### src/rtl/mul_rnd_pipe.sv
// Two-stage valid/ready rounding stage for the FP multiplier: S1 decides the round-up carry,
// S2 increments, renormalises and flags overflow. Optional flush port under MUL_RND_FLUSH_EN.
module mul_rnd_pipe #(
  parameter int unsigned EXPO_W = 8,
  parameter int unsigned MANT_W = 23
) (
  input  logic                clk,
  input  logic                rst_n,
`ifdef MUL_RND_FLUSH_EN
  input  logic                flush,
`endif
  input  logic                in_valid,
  output logic                in_ready,
  input  logic                sign_in,
  input  logic [2*MANT_W+1:0] mant_in,
  input  logic [EXPO_W+1:0]   expo_in,
  input  logic                sticky_in,
  input  logic [2:0]          rnd_in,
  input  logic                a_is_n0,
  input  logic                b_is_n0,
  output logic                out_valid,
  input  logic                out_ready,
  output logic                sign_out,
  output logic [EXPO_W+1:0]   expo_out,
  output logic [MANT_W-1:0]   mant_out,
  output logic                inexact_out,
  output logic                ovf_out
);

  localparam int unsigned EW = EXPO_W + 2;
  localparam int unsigned UW = MANT_W + 2;
  localparam logic [EXPO_W:0] OvfThr = {1'b0, {EXPO_W{1'b1}}};

  typedef enum logic [2:0] {
    RndRne = 3'b000,
    RndRtz = 3'b001,
    RndRdn = 3'b010,
    RndRup = 3'b011,
    RndRmm = 3'b100
  } rnd_e;

  logic flush_w;
`ifdef MUL_RND_FLUSH_EN
  assign flush_w = flush;
`else
  assign flush_w = 1'b0;
`endif

  // Handshake
  logic v1_q, v1_d, v2_q, v2_d;
  logic s1_adv, s2_adv, s1_load, s2_load;

  assign s2_adv   = !v2_q || out_ready;
  assign s1_adv   = !v1_q || s2_adv;
  assign in_ready = s1_adv && !flush_w;
  assign s1_load  = in_ready && in_valid;
  assign s2_load  = s2_adv && v1_q && !flush_w;

  always_comb begin
    v1_d = v1_q;
    v2_d = v2_q;
    if (flush_w) begin
      v1_d = 1'b0;
      v2_d = 1'b0;
    end else begin
      if (s2_adv) v2_d = v1_q;
      if (s1_adv) v1_d = in_valid;
    end
  end

  always_ff @(posedge clk or negedge rst_n) begin
    if (!rst_n) begin
      v1_q <= 1'b0;
      v2_q <= 1'b0;
    end else begin
      v1_q <= v1_d;
      v2_q <= v2_d;
    end
  end

  // S1: guard/round/sticky extraction and carry decision
  logic g_bit, r_bit, s_bit, nz, carry;
  rnd_e rnd;

  assign g_bit = mant_in[MANT_W];
  assign r_bit = mant_in[MANT_W-1];
  assign s_bit = (|mant_in[MANT_W-2:0]) | sticky_in;
  assign nz    = a_is_n0 & b_is_n0;
  assign rnd   = rnd_e'(rnd_in);

  always_comb begin
    carry = 1'b0;
    case (rnd)
      RndRtz:  carry = 1'b0;
      RndRdn:  carry = sign_in & nz & (r_bit | s_bit);
      RndRup:  carry = !sign_in & nz & (r_bit | s_bit);
      RndRmm:  carry = r_bit & nz;
      default: carry = r_bit & (g_bit | s_bit);
    endcase
  end

  logic          sign1_q;
  logic [UW-1:0] upper1_q;
  logic [EW-1:0] expo1_q;
  logic          carry1_q;
  logic          inexact1_q;

  always_ff @(posedge clk or negedge rst_n) begin
    if (!rst_n) begin
      sign1_q    <= 1'b0;
      upper1_q   <= '0;
      expo1_q    <= '0;
      carry1_q   <= 1'b0;
      inexact1_q <= 1'b0;
    end else if (s1_load) begin
      sign1_q    <= sign_in;
      upper1_q   <= mant_in[2*MANT_W+1:MANT_W];
      expo1_q    <= expo_in;
      carry1_q   <= carry;
      inexact1_q <= r_bit | s_bit;
    end
  end

  // S2: increment, renormalise; a zero exponent with a carry into the hidden bit is promoted
  logic [UW-1:0]     m_sum;
  logic              expo_inc;
  logic [EW-1:0]     expo_nxt;
  logic [MANT_W-1:0] mant_nxt;
  logic              ovf_nxt;

  always_comb begin
    m_sum    = upper1_q + {{(UW-1){1'b0}}, carry1_q};
    expo_inc = m_sum[MANT_W+1] | ((expo1_q == '0) & m_sum[MANT_W]);
    expo_nxt = expo1_q + {{(EW-1){1'b0}}, expo_inc};
    mant_nxt = m_sum[MANT_W+1] ? m_sum[MANT_W:1] : m_sum[MANT_W-1:0];
    ovf_nxt  = !expo_nxt[EW-1] && (expo_nxt[EXPO_W:0] >= OvfThr);
  end

  logic              sign2_q;
  logic [EW-1:0]     expo2_q;
  logic [MANT_W-1:0] mant2_q;
  logic              inexact2_q;
  logic              ovf2_q;

  always_ff @(posedge clk or negedge rst_n) begin
    if (!rst_n) begin
      sign2_q    <= 1'b0;
      expo2_q    <= '0;
      mant2_q    <= '0;
      inexact2_q <= 1'b0;
      ovf2_q     <= 1'b0;
    end else if (s2_load) begin
      sign2_q    <= sign1_q;
      expo2_q    <= expo_nxt;
      mant2_q    <= mant_nxt;
      inexact2_q <= inexact1_q;
      ovf2_q     <= ovf_nxt;
    end
  end

  assign out_valid   = v2_q;
  assign sign_out    = sign2_q;
  assign expo_out    = expo2_q;
  assign mant_out    = mant2_q;
  assign inexact_out = inexact2_q;
  assign ovf_out     = ovf2_q;

endmodule
### config.mk
export PLATFORM = sky130hd
export DESIGN_NAME = mul_rnd_pipe
export DESIGN_NICKNAME = d
export VERILOG_FILES = /design/src/rtl/mul_rnd_pipe.sv
export SDC_FILE = /design/constraint.sdc
export NUM_CORES = 1
export LEC_CHECK = 0
export ABC_AREA = 1
export BUFFER_PORTS_ARGS = -buffer_cell sky130_fd_sc_hd__buf_4
export CAP_MARGIN = 20
export CORE_ASPECT_RATIO = 1.25
export CORE_MARGIN = 8
export CORE_UTILIZATION = 45
export CTS_BUF_LIST = sky130_fd_sc_hd__clkbuf_4 sky130_fd_sc_hd__clkbuf_8
export DETAILED_ROUTE_END_ITERATION = 10
export GPL_TIMING_DRIVEN = 0
export PLACE_DENSITY_LB_ADDON = 0.25
export SYNTH_ARGS = -nofsm -noshare
export SYNTH_HDL_FRONTEND = slang
export SYNTH_SLANG_ARGS = --single-unit
### constraint.sdc
create_clock -name clk -period 2.4 [get_ports clk]
set_input_delay 0.12 -clock clk [delete_from_list [all_inputs] [get_ports clk]]
set_output_delay 0.12 -clock clk [all_outputs]
set_load 0.02 [all_outputs]
* Yosys cells after proc, flatten, opt, wreduce, memory -nomap -nowiden
Index checks and enable logic that the tools add are counted.
Word-level totals: register bits 76, word-level logic and storage cells 44
Cells by class: $add $sub $neg 2, $lt $le $gt $ge 1, equal/unequal tests 4, multiplexer cells 2, bitwise operators 12, reductions and logical operators 11
Operator list (number):
- $add 25x1->25 | 1
- $mux 23 | 1
- $reduce_or 22->1 | 1
- $add 10x1->10 | 1
- $logic_not 10->1 | 1
- $ge 9x8->1 const B | 1
- $and 1x1->1 | 8
- $eq 3x2->1 const B | 2
- $logic_not 1->1 | 4
- $or 1x1->1 | 4
- $pmux 1 s4 | 1
- $eq 3x1->1 const B | 1
- $eq 3x3->1 const B | 1
- $logic_and 1x1->1 | 3
- $logic_or 1x1->1 | 2

* Longest topological paths before layout
depth in word-level cells 6, gate-level depth with buffers 22, gate-level depth less buffers 21

* Worst setup path before layout
No wires, ideal clock.
path type register to register, from reg upper1_q[0], to reg ovf2_q (netlist: ovf_out), library setup time 0.065 ns, arrival time 2.564 ns, data required time 2.335 ns, path slack -0.229 ns, stages on the path, launching flop included 23, clock period less this slack 2.629 ns, cell sequence dfrtp_1 > ha_1 > ha_1 > inv_1 > nor2_2 > nand2_2 > inv_1 > nand2_1 > nand2_1 > nand2_2 > buf_6 > nand2_1 > ha_1 > ha_1 > nand2_1 > nor2_1 > nand2_1 > nor2_1 > xor2_1 > inv_1 > o21ai_0 > nand2_1 > nand2_1
Between the ends: cells in the longest elaborated chain, start to end 6
Ends and longest elaborated chain:
- from (decl) | RTL line 103 | logic [UW-1:0] upper1_q;
- from (signal assigned) | RTL line 117 | upper1_q <= mant_in[2*MANT_W+1:MANT_W];
- $add 25x1->25 * | RTL line 132 | m_sum = upper1_q + {{(UW-1){1'b0}}, carry1_q};
- $and 1x1->1 | RTL line 133 | expo_inc = m_sum[MANT_W+1] | ((expo1_q == '0) & m_sum[MANT_W]);
- $or 1x1->1 * | RTL line 133
- $add 10x1->10 * | RTL line 134 | expo_nxt = expo1_q + {{(EW-1){1'b0}}, expo_inc};
- $ge 9x8->1 or $logic_not 1->1 (tied branches) | RTL line 136 | ovf_nxt = !expo_nxt[EW-1] && (expo_nxt[EXPO_W:0] >= OvfThr);
- $logic_and 1x1->1 * | RTL line 136
- to (signal assigned) | RTL line 157 | ovf2_q <= ovf_nxt;
- to (decl) | RTL line 143 | logic ovf2_q;
Every way passes the cells marked *; elsewhere a longest branch is shown, timed or not. A chain may end at the register's enable or synchronous reset.

* Worst setup path in the final report
Same ends and word-level chain as after synthesis.

==> run summary <==
At the end of routability-driven placement, the weighted congestion stood at 0.8375. Type of the worst setup path: flip-flop to flip-flop. For the netlist area before placement, the log shows 0.004189 mm^2. The ratio of total power to cell area is 761.7 mW/mm^2. Measured along the x axis, the die boundary spans 102.3 um. Synthesis inferred 76 register bits. The logs give 25 for the post-synthesis cell type count and 107 for the boundary pin count. The tools report the hold violation count in the final report as 0.

For the final routed wirelength across all metal layers, the log shows 12.34 mm. The tools report the effective utilization at floorplan as 0.4615. Among cell families on the critical path, the largest total delay comes from simple AND/OR/NAND/NOR gates. Reg-to-reg startpoint: upper1_q[0]$_DFFE_PN0P_.

In this run the worst setup path begins at upper1_q[0]$_DFFE_PN0P_. Summed over all failing endpoints, the final setup total negative slack is -78.77 ps. The area added between synthesis and finish is 45.67%. After detailed routing, the number of vias per cell comes to 4.794.

For this run the aggregate overflow at the end of global routing stands at 0. Between clock sinks in the finished design, the worst skew comes to 21.42 ps. After detailed placement, the total cell area comes to 0.005191 mm^2.

The ratio of cells with drive above 1 in the final layout was 0.2684. Clock edge transition at the registers on the reported setup and hold paths: 90 ps. For the worst flop-to-flop path, the logic depth is 21. The share of synthesized area occupied by flip-flops and latches was 0.4540.

CTS root buffer: sky130_fd_sc_hd__clkbuf_8. In the layout the commonest cells are sky130_fd_sc_hd__nand2_1, sky130_fd_sc_hd__buf_4, sky130_fd_sc_hd__dfrtp_1. The worst-case IR drop observed on VDD is 0.4138 mV.

The run gives 370 ps as the source-to-sink clock delay at the later pin of the worst-skew pair. Setup repair after global routing could not meet its margin everywhere. Leaving out fill and tap cells, the most frequent cell in the layout is sky130_fd_sc_hd__nand2_1. TritonCTS built the clock tree.

In this run the worst hold path is classified as input port to flip-flop. The first detailed-routing pass ran for 5 iterations. The routed layout has 4305 vias. Final standard cell utilization of the core: 0.6723. The maximum count of clock buffers along a single path came out at 2.

Overall fraction of global-route tracks in use: 0.2026. In this run the number of cells on the critical path is 21. After detailed routing, the average wire length per cell comes to 13.74 um.

Setup violations remaining at the end of the flow were counted as 2. The worst setup path is captured at a flip-flop. Based on the critical path, the design can be clocked at up to 0.4053 GHz. The worst stage delay on the critical path works out to 390 ps. The net total in the final layout came out at 843.

The gate count of the mapped netlist was 588; the combined buffer and inverter count along the critical path was 3. Ratio of final minimum period to clock period: 1.028. STA puts the critical path data required time at 2710 ps.

The final setup slack of the worst path is -67.16 ps. The time the final worst path needs with I/O delays and setup came out at 2467 ps. The worst register-to-register path ends at ovf_out$_DFFE_PN0P_. The run finished, with violations left. The tools report the number of DRC violations after detailed-routing iteration 0 as 148.

The number of DRC violations after detailed routing came out at 0. The remaining antenna violation count is 0, and the actual transition at the worst max-transition pin is 942.9 ps. The capture point of the worst path was ovf_out$_DFFE_PN0P_. The final count of pins violating max slew is 0, and the initial antenna violation count is 0. In this run the static leakage power is 3.059 nW. The run gives 9 as the number of buffers inserted during clock tree synthesis. The first global-routing pass estimated 19.88 mm of wire. Number of nets produced by synthesis: 661. In this run the number of H-tree levels came out at 3. The via count of the first global-routing pass was 4281; the worst-case headroom to the max-slew limit was 0.3714.

Entering global routing, the biggest net connects 77 pins. Data on the critical path arrives at its endpoint at 2770 ps. The logs give -70 ps for the slack of the worst reg-to-reg path and 0 for the antenna diode count.

Mean instance size in the synthesized netlist: 7.124 um^2. The kind of start point of the critical path is a flip-flop. The critical path goes through ha_4 > ha_4 > inv_2 > nor2_4 > nand2_2 > inv_2 > nand2_2 > nand2_2 > nand2_4 > nand2_4 > ha_4 > ha_4 > nand2_2 > nor2_2 > nand2_1 > nor2_1 > xor2_1 > inv_1 > o21ai_1 > nand2_1 > nand2_1. Summing all non-filler instances in the final layout gives an area of 0.006102 mm^2. The tools report the number of warning messages in the yosys log as 0.

Detailed placement ended at an HPWL of 9.240 mm. In this run the tool buffered the top-level ports with 106 buffer cells. The height of the die came out at 123.9 um. The number of rows in the core area was 39. The checks that failed: negative setup slack.

In this run the worst path has a maximum fanout of 3. The die covers 0.01267 mm^2. Clock tree synthesis found a total of 76 sinks. The floorplan step defined a core boundary enclosing 0.009076 mm^2. The highest-delay cell along the critical path is sky130_fd_sc_hd__dfrtp_1. The tool flagged a number of max-cap violations equal to 0.
-- cells in the mapped netlist --
cell / n / area (um^2)
sky130_fd_sc_hd__nand2_1: 250 / 938.4
sky130_fd_sc_hd__dfrtp_1: 76 / 1902
sky130_fd_sc_hd__inv_1: 52 / 195.2
sky130_fd_sc_hd__nor2_1: 47 / 176.4
sky130_fd_sc_hd__nand3_1: 46 / 230.2
sky130_fd_sc_hd__o21ai_0: 39 / 195.2
sky130_fd_sc_hd__xor2_1: 16 / 140.1
sky130_fd_sc_hd__clkbuf_1: 10 / 37.54
sky130_fd_sc_hd__nor3_1: 7 / 35.03
sky130_fd_sc_hd__nand2_2: 6 / 37.54
sky130_fd_sc_hd__nand4_1: 6 / 37.54
sky130_fd_sc_hd__nor2_2: 6 / 37.54
sky130_fd_sc_hd__buf_6: 4 / 45.04
sky130_fd_sc_hd__ha_1: 4 / 50.05
sky130_fd_sc_hd__xnor2_1: 3 / 26.28
sky130_fd_sc_hd__a21oi_1: 2 / 10.01
sky130_fd_sc_hd__buf_2: 2 / 10.01
sky130_fd_sc_hd__clkinv_1: 2 / 7.510
sky130_fd_sc_hd__nand3b_1: 2 / 15.01
sky130_fd_sc_hd__nor2_4: 2 / 22.52
sky130_fd_sc_hd__or2_2: 2 / 12.51
sky130_fd_sc_hd__a31oi_1: 1 / 6.260
sky130_fd_sc_hd__buf_4: 1 / 7.510
sky130_fd_sc_hd__nor3b_1: 1 / 7.510
sky130_fd_sc_hd__nor4_1: 1 / 6.260
-- sequential cells by signal, summed over array words and instances, names as in the netlist --
signal and count:
upper1_q 25, v1_q 1, expo_out 10, mant_out 23
inexact_out 1, carry1_q 1, ovf_out 1, expo1_q 10
sign1_q 1, sign_out 1, out_valid 1, inexact1_q 1
-- worst min-delay path, cell delays in order --
cell,delay [ps]
sky130_fd_sc_hd__buf_4,80
sky130_fd_sc_hd__inv_1,40
sky130_fd_sc_hd__nand2_1,60
sky130_fd_sc_hd__nand2_1,50
-- worst min-delay path by stage --
| stage | start | cells past startpoint | slack [ps] | endpoint |
|---|---|---|---|---|
| detailed placement | mant_in[31] | 3 | 320 | upper1_q[8]$_DFFE_PN0P_ |
| finish | out_ready | 4 | 10 | out_valid$_DFFE_PN0P_ |
| global placement | mant_in[27] | 3 | 310 | upper1_q[4]$_DFFE_PN0P_ |
| global route | mant_in[23] | 3 | 50 | upper1_q[0]$_DFFE_PN0P_ |
| floorplan | rst_n | 0 | -180 | carry1_q$_DFFE_PN0P_ |
| CTS | out_ready | 4 | 2 | out_valid$_DFFE_PN0P_ |
-- through the flow --
step                      setup slack [ps]  cells  hold WS, ps  total power, W
final                               -67.16    898        12.42        0.004648
after global routing                -226.7    898        54.17        0.004925
after CTS                           -86.13    889        1.962        0.004644
after detailed placement            -325.0    817        317.4        0.003401
after global placement              -275.3    817        313.9        0.003369
after floorplan                     -14.25    588       -175.6        0.002700
-- power by group --
group	internal (W)	switching (W)	total [W]
Clock	0.000629	0.000502	0.00113
Combinational	0.000728	0.000973	0.00170
Sequential	0.00159	0.000228	0.00182
-- kinds of logic (layout without fill, tap and decap cells) --
group | Yosys count | count (layout) | synth area share
compound gates | 42 | 42 | 0.05048
simple gates | 376 | 376 | 0.3716
fa+ha+maj | 4 | 4 | 0.01195
xor+xnor | 19 | 19 | 0.03973
buf+inv | 71 | 258 | 0.07228
flops | 76 | 76 | 0.4540
-- per-layer routing --
| layer | GRT usage | part of all wire | vias up |
|---|---|---|---|
| met5 | 0 | 0 | - |
| met4 | 0.06808 | 0.018 | 0 |
| met3 | 0.04083 | 0.044 | 12 |
| met2 | 0.3586 | 0.52 | 87 |
| met1 | 0.2380 | 0.41 | 2010 |
| li1 | - | - | 2196 |
-- repair_timing --
item                       4_1_cts  5_1_grt
setup endpoints to repair        5        7
gates resized for setup         17       18
buffers inserted                21        9
hold endpoints to repair       110        1
pin swaps                        9       15
hold buffers                    35        1
-- layout make-up --
type | instances | area (um^2)
plain buffers | 16 | 88.84
clock buffers | 11 | 145.1
fillers | 816 | 2974
inverters | 54 | 202.7
repair buffers | 172 | 1381
well taps | 123 | 153.9
flip-flops and latches | 76 | 1909
clock inverters | 5 | 85.08
multi-input cells | 441 | 2136
Note: power is estimated with default switching activity, not from simulation.
